File: src/rtl/equiv_monitor_pkg.sv
// Shared types and default parameter values for the
// good/bad equivalence monitor.
package equiv_monitor_pkg;

   typedef enum logic [1:0] {
      IDLE = 2'd0,
      RUN  = 2'd1,
      STOP = 2'd2
   } state_e;

   localparam int WIDTH_DEF      = 8;
   localparam int CNT_W_DEF      = 32;
   localparam int DEPTH_DEF      = 4;
   localparam int STOP_AFTER_DEF = 1;

endpackage

File: src/rtl/equiv_log_fifo.sv
// First-word fall-through sync FIFO holding mismatch records.
// A push into a full FIFO is accepted only alongside a pop.
module equiv_log_fifo #(
   parameter int WIDTH = 8,
   parameter int DEPTH = 4
) (
   input  logic             clk,
   input  logic             rst,
   input  logic             flush_i,
   input  logic             push_i,
   input  logic             pop_i,
   input  logic [WIDTH-1:0] data_i,
   output logic [WIDTH-1:0] data_o,
   output logic             full_o,
   output logic             empty_o
);

   localparam int AW = $clog2(DEPTH);

   logic [AW:0]      wptr_q, wptr_d;
   logic [AW:0]      rptr_q, rptr_d;
   logic [WIDTH-1:0] mem_q [DEPTH];
   logic [WIDTH-1:0] mem_d [DEPTH];
   logic             wr;
   logic             rd;

   // Extra pointer bit tells full from empty when the indices match.
   assign empty_o = (wptr_q == rptr_q);
   assign full_o  = (wptr_q[AW] != rptr_q[AW]) &&
                    (wptr_q[AW-1:0] == rptr_q[AW-1:0]);
   assign rd      = pop_i && !empty_o;
   assign wr      = push_i && (!full_o || rd);
   assign data_o  = mem_q[rptr_q[AW-1:0]];

   always_comb begin
      mem_d  = mem_q;
      wptr_d = wptr_q;
      rptr_d = rptr_q;
      if (flush_i) begin
         wptr_d = '0;
         rptr_d = '0;
      end else begin
         if (wr) begin
            mem_d[wptr_q[AW-1:0]] = data_i;
            wptr_d = wptr_q + (AW+1)'(1);
         end
         if (rd) begin
            rptr_d = rptr_q + (AW+1)'(1);
         end
      end
   end

   always_ff @(posedge clk or posedge rst) begin
      if (rst) begin
         wptr_q <= '0;
         rptr_q <= '0;
         mem_q  <= '{default: '0};
      end else begin
         wptr_q <= wptr_d;
         rptr_q <= rptr_d;
         mem_q  <= mem_d;
      end
   end

endmodule

File: src/rtl/equiv_monitor.sv
// Compares good/bad streams, counts cycles and mismatches,
// stops after STOP_AFTER mismatches and logs each one.
module equiv_monitor
   import equiv_monitor_pkg::*;
#(
   parameter int WIDTH      = WIDTH_DEF,
   parameter int CNT_W      = CNT_W_DEF,
   parameter int DEPTH      = DEPTH_DEF,
   parameter int STOP_AFTER = STOP_AFTER_DEF
) (
   input  logic             clk,
   input  logic             rst,
   input  logic             clear_i,
   input  logic             check_en_i,
   input  logic [WIDTH-1:0] good_i,
   input  logic [WIDTH-1:0] bad_i,
   output logic [CNT_W-1:0] cycle_o,
   output logic [CNT_W-1:0] mismatch_cnt_o,
   output logic             fail_o,
   output logic             done_o,
   output logic             log_valid_o,
   input  logic             log_ready_i,
   output logic [CNT_W-1:0] log_cycle_o,
   output logic [WIDTH-1:0] log_good_o,
   output logic [WIDTH-1:0] log_bad_o,
   output logic             log_overflow_o
);

   typedef struct packed {
      logic [CNT_W-1:0] cyc;
      logic [WIDTH-1:0] good;
      logic [WIDTH-1:0] bad;
   } rec_t;

   localparam int RW = $bits(rec_t);

   state_e           state_q, state_d;
   logic [CNT_W-1:0] cycle_q, cycle_d;
   logic [CNT_W-1:0] mism_q, mism_d;
   logic             fail_q, fail_d;
   logic             ovf_q, ovf_d;
   logic             push;
   logic             pop;
   logic             full;
   logic             empty;
   logic             miss;
   rec_t             rec_in;
   rec_t             head;

   // Four-state compare so X/Z differences count as mismatches.
   assign miss   = (good_i !== bad_i);
   assign rec_in = '{cyc: cycle_q, good: good_i, bad: bad_i};
   assign pop    = !empty && log_ready_i && !clear_i;

   always_comb begin
      state_d = state_q;
      cycle_d = cycle_q;
      mism_d  = mism_q;
      fail_d  = fail_q;
      ovf_d   = ovf_q;
      push    = 1'b0;
      if (clear_i) begin
         state_d = IDLE;
         cycle_d = '0;
         mism_d  = '0;
         fail_d  = 1'b0;
         ovf_d   = 1'b0;
      end else if (check_en_i && state_q != STOP) begin
         if (state_q == IDLE) state_d = RUN;
         if (cycle_q != '1) cycle_d = cycle_q + CNT_W'(1);
         if (miss) begin
            if (mism_q != '1) mism_d = mism_q + CNT_W'(1);
            fail_d = 1'b1;
            push   = 1'b1;
            if (full && !pop) ovf_d = 1'b1;
            if (mism_d >= CNT_W'(STOP_AFTER)) state_d = STOP;
         end
      end
   end

   always_ff @(posedge clk or posedge rst) begin
      if (rst) begin
         state_q <= IDLE;
         cycle_q <= '0;
         mism_q  <= '0;
         fail_q  <= 1'b0;
         ovf_q   <= 1'b0;
      end else begin
         state_q <= state_d;
         cycle_q <= cycle_d;
         mism_q  <= mism_d;
         fail_q  <= fail_d;
         ovf_q   <= ovf_d;
      end
   end

   equiv_log_fifo #(
      .WIDTH (RW),
      .DEPTH (DEPTH)
   ) u_log (
      .clk     (clk),
      .rst     (rst),
      .flush_i (clear_i),
      .push_i  (push),
      .pop_i   (pop),
      .data_i  (rec_in),
      .data_o  (head),
      .full_o  (full),
      .empty_o (empty)
   );

   assign cycle_o        = cycle_q;
   assign mismatch_cnt_o = mism_q;
   assign fail_o         = fail_q;
   assign done_o         = (state_q == STOP);
   assign log_overflow_o = ovf_q;
   assign log_valid_o    = !empty;
   assign log_cycle_o    = log_valid_o ? head.cyc  : '0;
   assign log_good_o     = log_valid_o ? head.good : '0;
   assign log_bad_o      = log_valid_o ? head.bad  : '0;

endmodule

File: config.mk
export PLATFORM = sky130hd
export DESIGN_NAME = equiv_monitor
export DESIGN_NICKNAME = d
export VERILOG_FILES = /design/src/rtl/equiv_monitor_pkg.sv /design/src/rtl/equiv_log_fifo.sv /design/src/rtl/equiv_monitor.sv
export SDC_FILE = /design/constraint.sdc
export NUM_CORES = 1
export LEC_CHECK = 0
export CAP_MARGIN = 10
export CORE_AREA = 10 10 164 166
export CTS_BUF_LIST = sky130_fd_sc_hd__clkbuf_16
export CTS_CLUSTER_SIZE = 30
export DETAILED_ROUTE_END_ITERATION = 8
export DIE_AREA = 0 0 174 176
export PLACE_DENSITY = 0.79
export SLEW_MARGIN = 20
export SYNTH_ARGS = -nofsm -noshare
export SYNTH_HDL_FRONTEND = slang
export SYNTH_SLANG_ARGS = --single-unit
File: constraint.sdc
create_clock -name clk -period 13.4 [get_ports clk]
set_clock_uncertainty 0.2 [all_clocks]
set_input_delay 2.68 -clock clk [delete_from_list [all_inputs] [get_ports clk]]
set_output_delay 2.68 -clock clk [all_outputs]
set_load 0.005 [all_outputs]
Word-level counts from Yosys, hierarchy flattened

Index checks and enable logic that the tools add are counted.

Output and inout port bits: 116
Register bits after elaboration: 266

Muxes and demuxes: 38
$add $sub $neg: 4
Bitwise operators: 3
Equality and inequality tests: 8
Magnitude comparators: 4
Reduce and logical (&&, ||, !) cells: 24

Operators with widths:

| cell                                                                | number |
|---|---|
| two-way mux 32 bit                                                  | 11 |
| bitwise mux 192 bit                                                 | 1 |
| two-way mux 48 bit                                                  | 3 |
| binary-select mux 48 bit (select 2 bit)                             | 1 |
| demux 48 bit (select 2 bit)                                         | 1 |
| adder 32 x 1 -> 32 bit (second input constant)                      | 2 |
| inequality test 32 bit (second input constant)                      | 2 |
| greater-or-equal comparator 32 x 1 -> 1 bit (second input constant) | 1 |
| two-way mux 8 bit                                                   | 2 |
| two-way mux 3 bit                                                   | 4 |
| nonzero test 2 bit                                                  | 6 |
| two-way mux 1 bit                                                   | 10 |
| two-way mux 2 bit                                                   | 5 |
| logical AND 1 bit                                                   | 8 |
| !== test 8 bit                                                      | 1 |
| adder 3 x 1 -> 3 bit (second input constant)                        | 2 |
| greater-or-equal comparator 3 bit (second input constant)           | 2 |
| NOT 2 -> 3 bit                                                      | 2 |
| AND reduction 2 bit                                                 | 3 |
| logical NOT 1 bit                                                   | 4 |
| == test 3 bit                                                       | 1 |
| < comparator 3 x 1 -> 1 bit (second input constant)                 | 1 |
| AND reduction 3 bit                                                 | 1 |
| == test 2 bit                                                       | 1 |
| 6 further kinds                                                     | 6 |

Depth between registers and ports, before layout

Depth in word-level cells: 10
Gate-level depth with buffers: 11
Mapped depth without buffers: 8

Hierarchy

Synthesis repeated with hierarchy kept, for this count alone.

Cells, all modules: 1064
Area total of the unflattened synthesis: 13486.7 sq um

By module, submodules not included:

| module         | area each (sq um) | cells each | instances | sequential area each (sq um) |
|---|---|---|---|---|
| equiv_log_fifo | 8854.7            | 521        | 1         | 4954.8 |
| equiv_monitor  | 4631.9            | 543        | 1         | 1701.6 |

Least setup slack after synthesis

Ideal clock, no wire load.

Path kind: reg2out
From: register u_log.rptr_q[0]
To: output log_cycle_o[26]
Cell stages (with the launch flop): 6
Buffers on the path: 3
Slack: 8720 ps
Arrival time: 1800 ps
Cell sequence: dfrtp_1 clkbuf_1 buf_2 buf_2 mux4_2 nor2b_1

Cells in the longest elaborated chain, start to end: 5

RTL lines:

| what                                                  | line                 | RTL |
|---|---|---|
| from (decl)                                           | equiv_log_fifo.sv:21 | `logic [AW:0] rptr_q, rptr_d;` |
| from (signal assigned)                                | equiv_log_fifo.sv:60 | `rptr_q <= rptr_d;` |
| NOT 2 -> 3 bit (implied by the code)                  | equiv_log_fifo.sv:33 | `assign data_o = mem_q[rptr_q[AW-1:0]];` |
| binary-select mux 48 bit (select 2 bit)               | equiv_log_fifo.sv:33 |  |
| two-way mux 48 bit (implied by the code) (2 in a row) | equiv_log_fifo.sv:33 |  |
| two-way mux 32 bit (*)                                | equiv_monitor.sv:118 | `assign log_cycle_o = log_valid_o ? head.cyc : '0;` |
| to (decl)                                             | equiv_monitor.sv:23  | `output logic [CNT_W-1:0] log_cycle_o,` |

Mark *: on every way between the ends. The rest lies on a longest branch, timed or not. The select of a mux whose other input is x is not followed.

Worst setup path in the final report

From: input good_i[6]
To: register u_log.mem_q[18] in the netlist's numbering

Cells in the longest elaborated chain, start to end: 6

RTL lines:

| what                          | line                 | RTL |
|---|---|---|
| from (decl)                   | equiv_monitor.sv:15  | `input logic [WIDTH-1:0] good_i,` |
| !== test 8 bit                | equiv_monitor.sv:51  | `assign miss = (good_i !== bad_i);` |
| two-way mux 1 bit             | equiv_monitor.sv:71  | `if (miss) begin` |
| two-way mux 1 bit             | equiv_monitor.sv:68  | `end else if (check_en_i && state_q != STOP) begin` |
| two-way mux 1 bit             | equiv_monitor.sv:62  | `if (clear_i) begin` |
| logical AND 1 bit             | equiv_log_fifo.sv:32 | `assign wr = push_i && (!full_o \|\| rd);` |
| AND reduction 2 bit (no line) | -                    |  |
| to (signal assigned)          | equiv_log_fifo.sv:61 | `mem_q <= mem_d;` |
| to (decl)                     | equiv_log_fifo.sv:22 | `logic [WIDTH-1:0] mem_q [DEPTH];` |

Every way passes these cells.
A chain may end at the register's enable or synchronous reset.

==> impl_metrics.py <==
metrics = {
    "global_routing": {
        "antenna_found_initial": 0,
        "grt_use_total": 0.196,
        "grt_pass1_wl_um": 49900,
        "use_met2": 0.332,
        "grtUsageMet1": 0.253,
        "grt_util_met3": 0.0425,
        "grt.overflow.total": 0,
        "busiest_layer": "met2",
        "grt_pass1_vias": 9331,
        "grt_start_max_net_pins": 132,
    },
    "clock_network": {
        "cts_resized": 0,
        "cts.sinks": 266,
        "htreeDepth": 1,
        "clockRootBuffer": "clkbuf_16",
        "cts_setup_buffers": 0,
        "cts_buffers": 29,
        "cts_tree": "yes",
        "clkTransAtPathRegs_ns": 0.06,
        "cts-hold-fix-buffers": 0,
        "clk_latency_ns": 0.55,
        "cts_buffer_depth": 3,
    },
    "critical_path": {
        "cp-end-kind": "flip-flop",
        "cp_data_required_time_ns": 13.62,
        "crit_type": "input port to flip-flop",
        "cp.arrival_ns": 6.39,
        "r2r_start": "state_q[1]",
        "r2r-end": "u_log.mem_q[18]",
        "cp-start-kind": "input port",
        "rr_worst_depth": 7,
        "path_max_fanout": 28,
        "r2r_slack_ns": 9.44,
    },
    "yosys": {
        "ys_types": 58,
        "synthesis.instances": 1088,
        "async_reset_ff_frac": 1.00,
        "synth_fp_nets": 1116,
        "synth-edff-count": 0,
        "ys_seq_elements": 266,
        "synth.most_common_cell": "dfrtp_1",
        "synth_ff_type": "dfrtp_1",
        "seq_area_frac_synth": 0.502,
        "yosysWarnings": 0,
        "synth_area_per_cell_um2": 12.2,
        "syn-cell-area_um2": 13300,
        "synthTopCellsByArea": "dfrtp_1 50%, mux2_2 15%, mux4_2 8.2%",
        "yosysTopAreaCell": "dfrtp_1",
        "synth_top_area_frac": 0.502,
        "synth_common_cells": "266 x dfrtp_1, 176 x mux2_2, 96 x nor2_1",
    },
    "floorplan": {
        "coreArea_um2": 23800,
        "initial_core_util": 0.556,
        "fp.dieArea_um2": 30600,
        "dieHeight_um": 176,
        "dieWidth_um": 174,
        "pin_count": 137,
        "num_rows": 57,
    },
    "finish": {
        "layout-drive-gt1-share": 0.249,
        "multiInputGateArea_um2": 6240,
        "fin_area_um2": 15700,
        "antenna_cells": 0,
        "stdcell_count": 1531,
        "final.fill_count": 1839,
        "seqCellArea_um2": 6660,
        "utilization": 0.659,
        "fin_nets": 1214,
        "area_growth_pct": 18.5,
    },
    "pwr": {
        "ir_drop_uv": 88.8,
        "leakage_uw": 0.00685,
        "powerDensity_nw_per_um2": 135,
    },
    "drt": {
        "vias": 8946,
        "routed_via_density": 5.84,
        "dr.pass1.iters": 4,
        "wl_um": 30300,
        "drc": 0,
        "drtIter0Drc": 584,
        "wl_per_cell_um": 19.8,
        "antenna_left": 0,
    },
    "place": {
        "gp_congestion": 0.899,
        "dp_cells": 1478,
        "placed_cell_area_um2": 14800,
        "preCtsSetupSlack_ns": 6.70,
        "port-buffer-count": 136,
        "hpwl_um": 19800,
    },
    "timing": {
        "worst_pin_slew_ns": 0.961,
        "setup-violations-final": 0,
        "drv_slew": 0,
        "layout_setup_ws_ns": 7.22,
        "finalCritPeriodShare": 0.461,
        "fin_tns_setup_ns": 0,
        "rsz0062_at_grt": "false",
        "slew_headroom": 0.359,
        "fmax_ghz": 0.162,
        "finalHoldViolCount": 0,
        "min_period_ns": 6.18,
    },
    "min_path": {
        "hold_depth": 2,
        "whs_endpoint": "u_log.mem_q[31]",
        "worstHoldStart": "u_log.mem_q[31]",
        "hold_class": "flip-flop to flip-flop",
    },
    "flow_run": {
        "maxCapViolations": 0,
    },
    "outcome": {
        "status": "completed",
    },
}
## cell usage in the layout, fill, tap and decap left out, types with 3 or more instances in the layout
| cell | count |
|---|---|
| nand2_1 | 53 |
| and3_1 | 9 |
| clkinv_1 | 8 |
| nand2_2 | 4 |
| clkdlybuf4s50_1 | 135 |
| nor4_1 | 7 |
| bufinv_16 | 3 |
| nand3_1 | 32 |
| xor2_1 | 42 |
| and2_1 | 9 |
| or3_1 | 10 |
| nand4_1 | 23 |
| clkbuf_16 | 29 |
| o21ai_0 | 25 |
| a21oi_1 | 18 |
| a211oi_1 | 3 |
| buf_4 | 8 |
| mux2_2 | 176 |
| xnor2_1 | 40 |
| ha_1 | 7 |
| a311oi_1 | 5 |
| mux4_2 | 48 |
| inv_1 | 15 |
| nor2_1 | 96 |
| a31oi_1 | 4 |
| mux2i_1 | 4 |
| dfrtp_1 | 264 |
| and4_1 | 11 |
| nor2b_1 | 52 |
| clkinv_2 | 6 |
| nor3_1 | 15 |
## metal layers
metal	part of all wire	wire length (um)
met4	0.020	608
met3	0.060	1830
met2	0.50	15000
met5	0	0
met1	0.42	12800
## power by group
| part | switching, uW | internal, uW | total, uW |
|---|---|---|---|
| Sequential | 62.1 | 890 | 952 |
| Clock | 312 | 449 | 761 |
| Combinational | 177 | 229 | 406 |
| Total | 551 | 1570 | 2120 |
## kinds of logic after synthesis
logic type,count (synthesis),share of synthesized area
AOI/OAI and AO/OA,74,0.0375
and+or+nand+nor,341,0.137
adders and majority gates,7,0.00661
DFF,266,0.502
buffers and inverters,90,0.0280
muxes,228,0.234
xor gates and xnor gates,82,0.0542
## how the worst max path moves through the flow
| stage | slack [ns] | start | endpoint | depth (start not counted) |
|---|---|---|---|---|
| finish | 7.22 | good_i[6] | u_log.mem_q[18] | 8 |
| detailed placement | 6.70 | good_i[6] | u_log.mem_q[17] | 8 |
| floorplan | 3.19 | rst | cycle_o[0] | 1 |
| global placement | 6.78 | bad_i[1] | u_log.mem_q[17] | 8 |
| CTS | 6.63 | u_log.rptr_q[0] | log_valid_o | 4 |
| global route | 6.97 | good_i[6] | u_log.mem_q[4] | 8 |
## final cells by class
cell class / instances / share of cell area
timing repair buffer: 145 / 0.0915
clock inverter: 23 / 0.0118
multi-input combinational: 732 / 0.397
clock buffer: 29 / 0.0462
sequential: 266 / 0.424
inverter: 12 / 0.00335
tap: 324 / 0.0258
## registers in the layout, summed over array words and instances, names as in the netlist
register,cells
u_log.mem_q,192
cycle_o,32
mismatch_cnt_o,32
u_log.rptr_q,3
u_log.wptr_q,3
state_q,2
fail_o,1
log_overflow_o,1
## through the flow
step                hold WS, ns  total power (uW)
floorplan                 0.245              1220
global placement          0.257              1360
detailed placement        0.267              1370
CTS                       0.280              2140
global route              0.306              2220
finish                    0.278              2120
## critical path, stage by stage
cell	delay, ns
clkdlybuf4s50_1	0.58
xor2_1	0.23
nor4_1	0.07
a21oi_1	0.76
nor3b_1	0.67
nand2_2	0.60
buf_4	0.45
mux2_2	0.32
No activity file was read; power rests on OpenSTA's default activity.
